File: config.mk
export PLATFORM = sky130hd
export DESIGN_NAME = text_render_ctrl
export DESIGN_NICKNAME = d
export VERILOG_FILES = /design/src/rtl/text_render_ctrl.sv
export SDC_FILE = /design/constraint.sdc
export NUM_CORES = 1
export LEC_CHECK = 0
export ABC_AREA = 1
export BUFFER_PORTS_ARGS = -buffer_cell sky130_fd_sc_hd__buf_2
export CORE_MARGIN = 1.5
export CORE_UTILIZATION = 51
export DETAILED_ROUTE_END_ITERATION = 10
export PLACE_DENSITY_LB_ADDON = 0.2
export SYNTH_ARGS = -nofsm -noshare
export SYNTH_HDL_FRONTEND = slang
export SYNTH_SLANG_ARGS = --single-unit
File: constraint.sdc
create_clock -name clk -period 2.35 [get_ports clk]
set_input_delay 0.3525 -clock clk [delete_from_list [all_inputs] [get_ports clk]]
set_output_delay 0.3525 -clock clk [all_outputs]
set_load 0.03 [all_outputs]
File: src/rtl/text_render_ctrl.sv
// Text-mode character pipeline: pixel coordinate -> text RAM -> font decoder/ROM -> coloured pixel,
// with a frame-counted blinking cursor overlay. Four stages, all advancing on pix_en.
module text_render_ctrl #(
  parameter int COLS         = 80,
  parameter int ROWS         = 30,
  parameter int CHARA_HEIGHT = 11,
  parameter int TXT_AW       = 12,
  parameter int BLINK_FRAMES = 30
) (
  input  logic              clk,
  input  logic              rst_n,
  input  logic              pix_en,
  input  logic              vid_active,
  input  logic [9:0]        vid_x,
  input  logic [9:0]        vid_y,
  input  logic              frame_start,
  output logic [TXT_AW-1:0] txt_addr,
  input  logic [7:0]        txt_data,
  output logic [7:0]        dec_ascii,
  output logic [3:0]        dec_line,
  input  logic [7:0]        font_row,
  input  logic              cursor_en,
  input  logic [6:0]        cursor_col,
  input  logic [4:0]        cursor_row,
  input  logic [11:0]       fg_rgb,
  input  logic [11:0]       bg_rgb,
  output logic [11:0]       pix_rgb,
  output logic              pix_active
);

  localparam int BW = (BLINK_FRAMES > 1) ? $clog2(BLINK_FRAMES) : 1;

  // Stage 1 combinational cell decode
  logic [6:0]        col;
  logic [5:0]        row;
  logic              inrange_s;
  logic              cur_s;
  logic [TXT_AW-1:0] addr_s;

  assign col       = vid_x[9:3];
  assign row       = vid_y[9:4];
  assign inrange_s = (int'(col) < COLS) && (int'(row) < ROWS);
  // Cursor is gated by inrange so an off-screen cursor position never paints the border.
  assign cur_s     = cursor_en && inrange_s && (col == cursor_col) && (row == {1'b0, cursor_row});
  assign addr_s    = inrange_s ? (TXT_AW'(row) * TXT_AW'(COLS) + TXT_AW'(col)) : '0;

  // Pipeline registers
  logic [TXT_AW-1:0] txt_addr_q;
  logic [3:0]        s1_line_q;
  logic [2:0]        s1_bit_q, s2_bit_q, s3_bit_q;
  logic              s1_valid_q, s2_valid_q, s3_valid_q;
  logic              s1_active_q, s2_active_q, s3_active_q;
  logic              s1_inrange_q, s2_inrange_q, s3_inrange_q;
  logic              s1_cur_q, s2_cur_q, s3_cur_q;
  logic [7:0]        dec_ascii_q;
  logic [3:0]        dec_line_q, s3_line_q;
  logic [7:0]        font_q;
  logic [11:0]       pix_rgb_q;
  logic              pix_active_q;

  logic [BW-1:0]     blink_cnt_q;
  logic              blink_q;

  logic              glyph_on;
  logic              pix_lit;

  assign glyph_on = font_q[3'd7 - s3_bit_q] && (int'(s3_line_q) < CHARA_HEIGHT) && s3_inrange_q;
  assign pix_lit  = glyph_on ^ (s3_cur_q && blink_q);

  always_ff @(posedge clk) begin
    if (!rst_n) begin
      txt_addr_q   <= '0;
      s1_line_q    <= '0;
      s1_bit_q     <= '0;
      s1_valid_q   <= 1'b0;
      s1_active_q  <= 1'b0;
      s1_inrange_q <= 1'b0;
      s1_cur_q     <= 1'b0;
      dec_ascii_q  <= '0;
      dec_line_q   <= '0;
      s2_bit_q     <= '0;
      s2_valid_q   <= 1'b0;
      s2_active_q  <= 1'b0;
      s2_inrange_q <= 1'b0;
      s2_cur_q     <= 1'b0;
      font_q       <= '0;
      s3_line_q    <= '0;
      s3_bit_q     <= '0;
      s3_valid_q   <= 1'b0;
      s3_active_q  <= 1'b0;
      s3_inrange_q <= 1'b0;
      s3_cur_q     <= 1'b0;
      pix_rgb_q    <= '0;
      pix_active_q <= 1'b0;
    end else if (pix_en) begin
      txt_addr_q   <= addr_s;
      s1_line_q    <= vid_y[3:0];
      s1_bit_q     <= vid_x[2:0];
      s1_valid_q   <= 1'b1;
      s1_active_q  <= vid_active;
      s1_inrange_q <= inrange_s;
      s1_cur_q     <= cur_s;

      dec_ascii_q  <= txt_data;
      dec_line_q   <= s1_line_q;
      s2_bit_q     <= s1_bit_q;
      s2_valid_q   <= s1_valid_q;
      s2_active_q  <= s1_active_q;
      s2_inrange_q <= s1_inrange_q;
      s2_cur_q     <= s1_cur_q;

      font_q       <= font_row;
      s3_line_q    <= dec_line_q;
      s3_bit_q     <= s2_bit_q;
      s3_valid_q   <= s2_valid_q;
      s3_active_q  <= s2_active_q;
      s3_inrange_q <= s2_inrange_q;
      s3_cur_q     <= s2_cur_q;

      // Bubbles left by reset emit black/inactive until the pipeline has refilled.
      if (s3_valid_q) begin
        pix_active_q <= s3_active_q;
        pix_rgb_q    <= !s3_active_q ? 12'h000 : (pix_lit ? fg_rgb : bg_rgb);
      end else begin
        pix_active_q <= 1'b0;
        pix_rgb_q    <= '0;
      end
    end
  end

  always_ff @(posedge clk) begin
    if (!rst_n) begin
      blink_cnt_q <= '0;
      blink_q     <= 1'b1;
    end else if (frame_start) begin
      if (blink_cnt_q == BW'(BLINK_FRAMES - 1)) begin
        blink_cnt_q <= '0;
        blink_q     <= ~blink_q;
      end else begin
        blink_cnt_q <= blink_cnt_q + BW'(1);
      end
    end
  end

  assign txt_addr   = txt_addr_q;
  assign dec_ascii  = dec_ascii_q;
  assign dec_line   = dec_line_q;
  assign pix_rgb    = pix_rgb_q;
  assign pix_active = pix_active_q;

endmodule
==> flow_summary.json <==
{
  "slew_headroom_pct": 50.65,
  "synth.distinct_cells": 31,
  "place_ws_ns": 0.1351,
  "synth_area_leaders": "dfxtp_1 (43%), nor2_1 (9.8%), nand2_1 (7.3%)",
  "fin_crit_sh_pct": 79.48,
  "slowest_stage": "fa_1",
  "crit_path_start": "vid_y[5]",
  "portBuffers": 114,
  "area_delta_synth_final_pct": 21.99,
  "overflow": 0,
  "fin_tns_setup_ns": 0,
  "max_stage_delay_ns": 0.44,
  "die_area_um2": 7759,
  "die_y_um": 88.09,
  "final_hold_viol_count": 0,
  "path_cells": "buf_2, ha_1, ha_1, inv_1, fa_1, nor2_1, inv_1, nor2_1, nand2_1, nand2_1, nand3_1, a21oi_1",
  "fin_skew_ns": 0.005391,
  "viasPerCell": 4.946,
  "max-cap-violations": 0,
  "postRouteAntennaNets": 0,
  "timing.fmax_ghz": 0.5354,
  "post_cts_buffers": 0,
  "clock_path_buffers": 2,
  "routed_wl_um": 8028,
  "final.min_clock_period_ns": 1.868,
  "diodes": 0,
  "finalSetupViolCount": 0,
  "grt_pass1_vias": 3110,
  "hold_path_class": "in -> reg",
  "cts-root-buf": "clkbuf_8",
  "power_density_nw_per_um2": 650.2,
  "arrival_ns": 2.14,
  "grt_max_degree": 79,
  "cts_inserted_buffers": 9,
  "synth_area_per_cell_um2": 7.355,
  "path_clk_slew_ns": 0.08,
  "cts_tree": "built",
  "r2r_slack_ns": 0.55,
  "hp-start": "txt_data[7]",
  "drc": 0,
  "end_kind": "register",
  "layout_setup_ws_ns": 0.4823,
  "rows": 30,
  "critPathTopFamily": "adder cells",
  "vias": 3497,
  "clk_latency_ns": 0.34,
  "finalMaxSlewViolations": 0,
  "yosysSeqAreaShare_pct": 43.38,
  "cts.sinks": 80,
  "power.leakage_nw": 2.193,
  "r2r-start": "s3_bit_q[0]$_SDFFE_PN0P_",
  "grt_pass1_wl_um": 13210,
  "hpwl_um": 5706,
  "worst_ep_required_time_ns": 2.62,
  "cts_hold_repair.buffers": 0,
  "grt_util_all_layers_pct": 21.50,
  "yosysTopAreaCell": "dfxtp_1",
  "yosysWarnings": 0,
  "h-tree-depth": 3,
  "core_um2": 6907,
  "rsz0062_at_grt": "no",
  "wire_per_inst_um": 11.36,
  "peakVddDrop_v": 0.0003010,
  "synth_nets": 595,
  "antenna_found_initial": 0,
  "gp_congestion": 0.8410,
  "synth_top_cell_area_share_pct": 43.38,
  "status": "finished, final reports clean",
  "cts_resized": 0,
  "syn_area_um2": 3692,
  "crit_type": "in -> reg",
  "worst_pin_slew_ns": 0.7402,
  "io_pins": 115,
  "die_w_um": 88.09,
  "fillCellCount": 655,
  "cp_max_fo": 5,
  "drt-initial-drc-count": 138,
  "fin_util_pct": 65.22,
  "worst_setup_path_start_kind": "input pin",
  "netlist_instances": 502,
  "synth.ff_latch_count": 80,
  "dr.pass1.iters": 4,
  "start_util_pct": 53.46,
  "layout-drive-gt1-share_pct": 24.55,
  "cp_num_buf_inv": 3,
  "num-nets-final": 699
}
tightest hold or removal path: stages:
cell    delay [ns]
buf_2         0.07
nor2_1        0.03
nor2_1        0.08
per-stage QoR:
| step | hold slack, ns | power [mW] | instances | cell area, um2 |
|---|---|---|---|---|
| after floorplan | 0.4341 | 1.802 | 502 | 3692 |
| after global placement | 0.4436 | 1.947 | 691 | 4304 |
| after detailed placement | 0.4478 | 1.957 | 691 | 4304 |
| after CTS | 0.2197 | 2.954 | 707 | 4504 |
| after global routing | 0.2342 | 3.080 | 707 | 4504 |
| final | 0.2329 | 2.929 | 707 | 4504 |
placed cells by master (no fill, tap or decap), types with 11 or more instances in the layout:
cell type  synthesis  routed
nand2_1           72      72
o21ai_0           50      50
nor2_1            96      96
buf_2              5     114
dfxtp_1           80      80
inv_1             46      46
a21oi_1           28      28
clkbuf_8           0      11
ha_1              13      13
nand3_1           40      40
final timing paths:
path,to,cells after the start
max,txt_addr[11]$_SDFFE_PN0P_,12
min,dec_ascii[7]$_SDFFE_PN0P_,3
max reg2reg,pix_rgb[1]$_SDFFE_PN0P_,10
min reg2reg,s3_line_q[2]$_SDFFE_PN0P_,2
layout make-up:
type	instances	area [um2]	area share, %
multi-input cells	348	1798	39.92
flip-flops and latches	80	1602	35.56
repair buffers	118	600.6	13.33
inverters	49	183.9	4.083
clock buffers	14	162.7	3.611
well taps	96	120.1	2.667
clock inverters	2	37.54	0.8333
cells in the mapped netlist:
cell type / instances
a32oi_1: 1
nand2_2: 3
clkbuf_1: 18
nor3b_1: 1
and3_1: 1
nand3_2: 1
a211oi_1: 1
nor3_1: 4
xnor2_1: 6
dfxtp_1: 80
inv_1: 46
nand4_1: 2
nor4_1: 1
a2bb2oi_1: 1
nand3_1: 40
or2_2: 1
inv_2: 3
nor2_1: 96
xor2_1: 9
buf_6: 1
nand4_2: 1
clkbuf_2: 1
nand2_1: 72
o21ai_0: 50
ha_1: 13
fa_1: 2
o211ai_1: 1
a21oi_2: 10
a21oi_1: 28
buf_2: 5
nand3b_1: 3
state kept, by name, indices dropped and copies added, names as in the netlist, 3 cells and up:
| register | cells |
|---|---|
| font_q | 8 |
| s3_line_q | 4 |
| txt_addr | 12 |
| s1_line_q | 4 |
| pix_rgb | 12 |
| s1_bit_q | 3 |
| dec_line | 4 |
| s2_bit_q | 3 |
| s3_bit_q | 3 |
| dec_ascii | 8 |
| blink_cnt_q | 5 |
routing by layer:
layer  global-route usage, %  vias up  wire length, um
li1                        -     1813                -
met1                   25.38     1582             3546
met2                   37.54       90             3904
met3                   5.372       12              430
met4                   8.239        0              147
met5                       0        -                0
kinds of logic (layout without fill, tap and decap cells):
group,after synthesis,count (layout),share of synthesized area (%)
AO/OA/AOI/OAI,92,92,13.83
XOR/XNOR,15,15,3.558
adder cells (fa/ha/maj),15,15,5.490
buffers and inverters,74,183,7.929
flip-flops,80,80,43.38
AND/OR/NAND/NOR,226,226,25.82
power breakdown:
group	leakage (nW)	internal, mW	switching (mW)
Sequential	0.657	1.42	0.0342
Combinational	1.44	0.180	0.286
Clock	0.0969	0.551	0.455
Total	2.19	2.15	0.775
No activity file was read; power rests on OpenSTA's default activity.
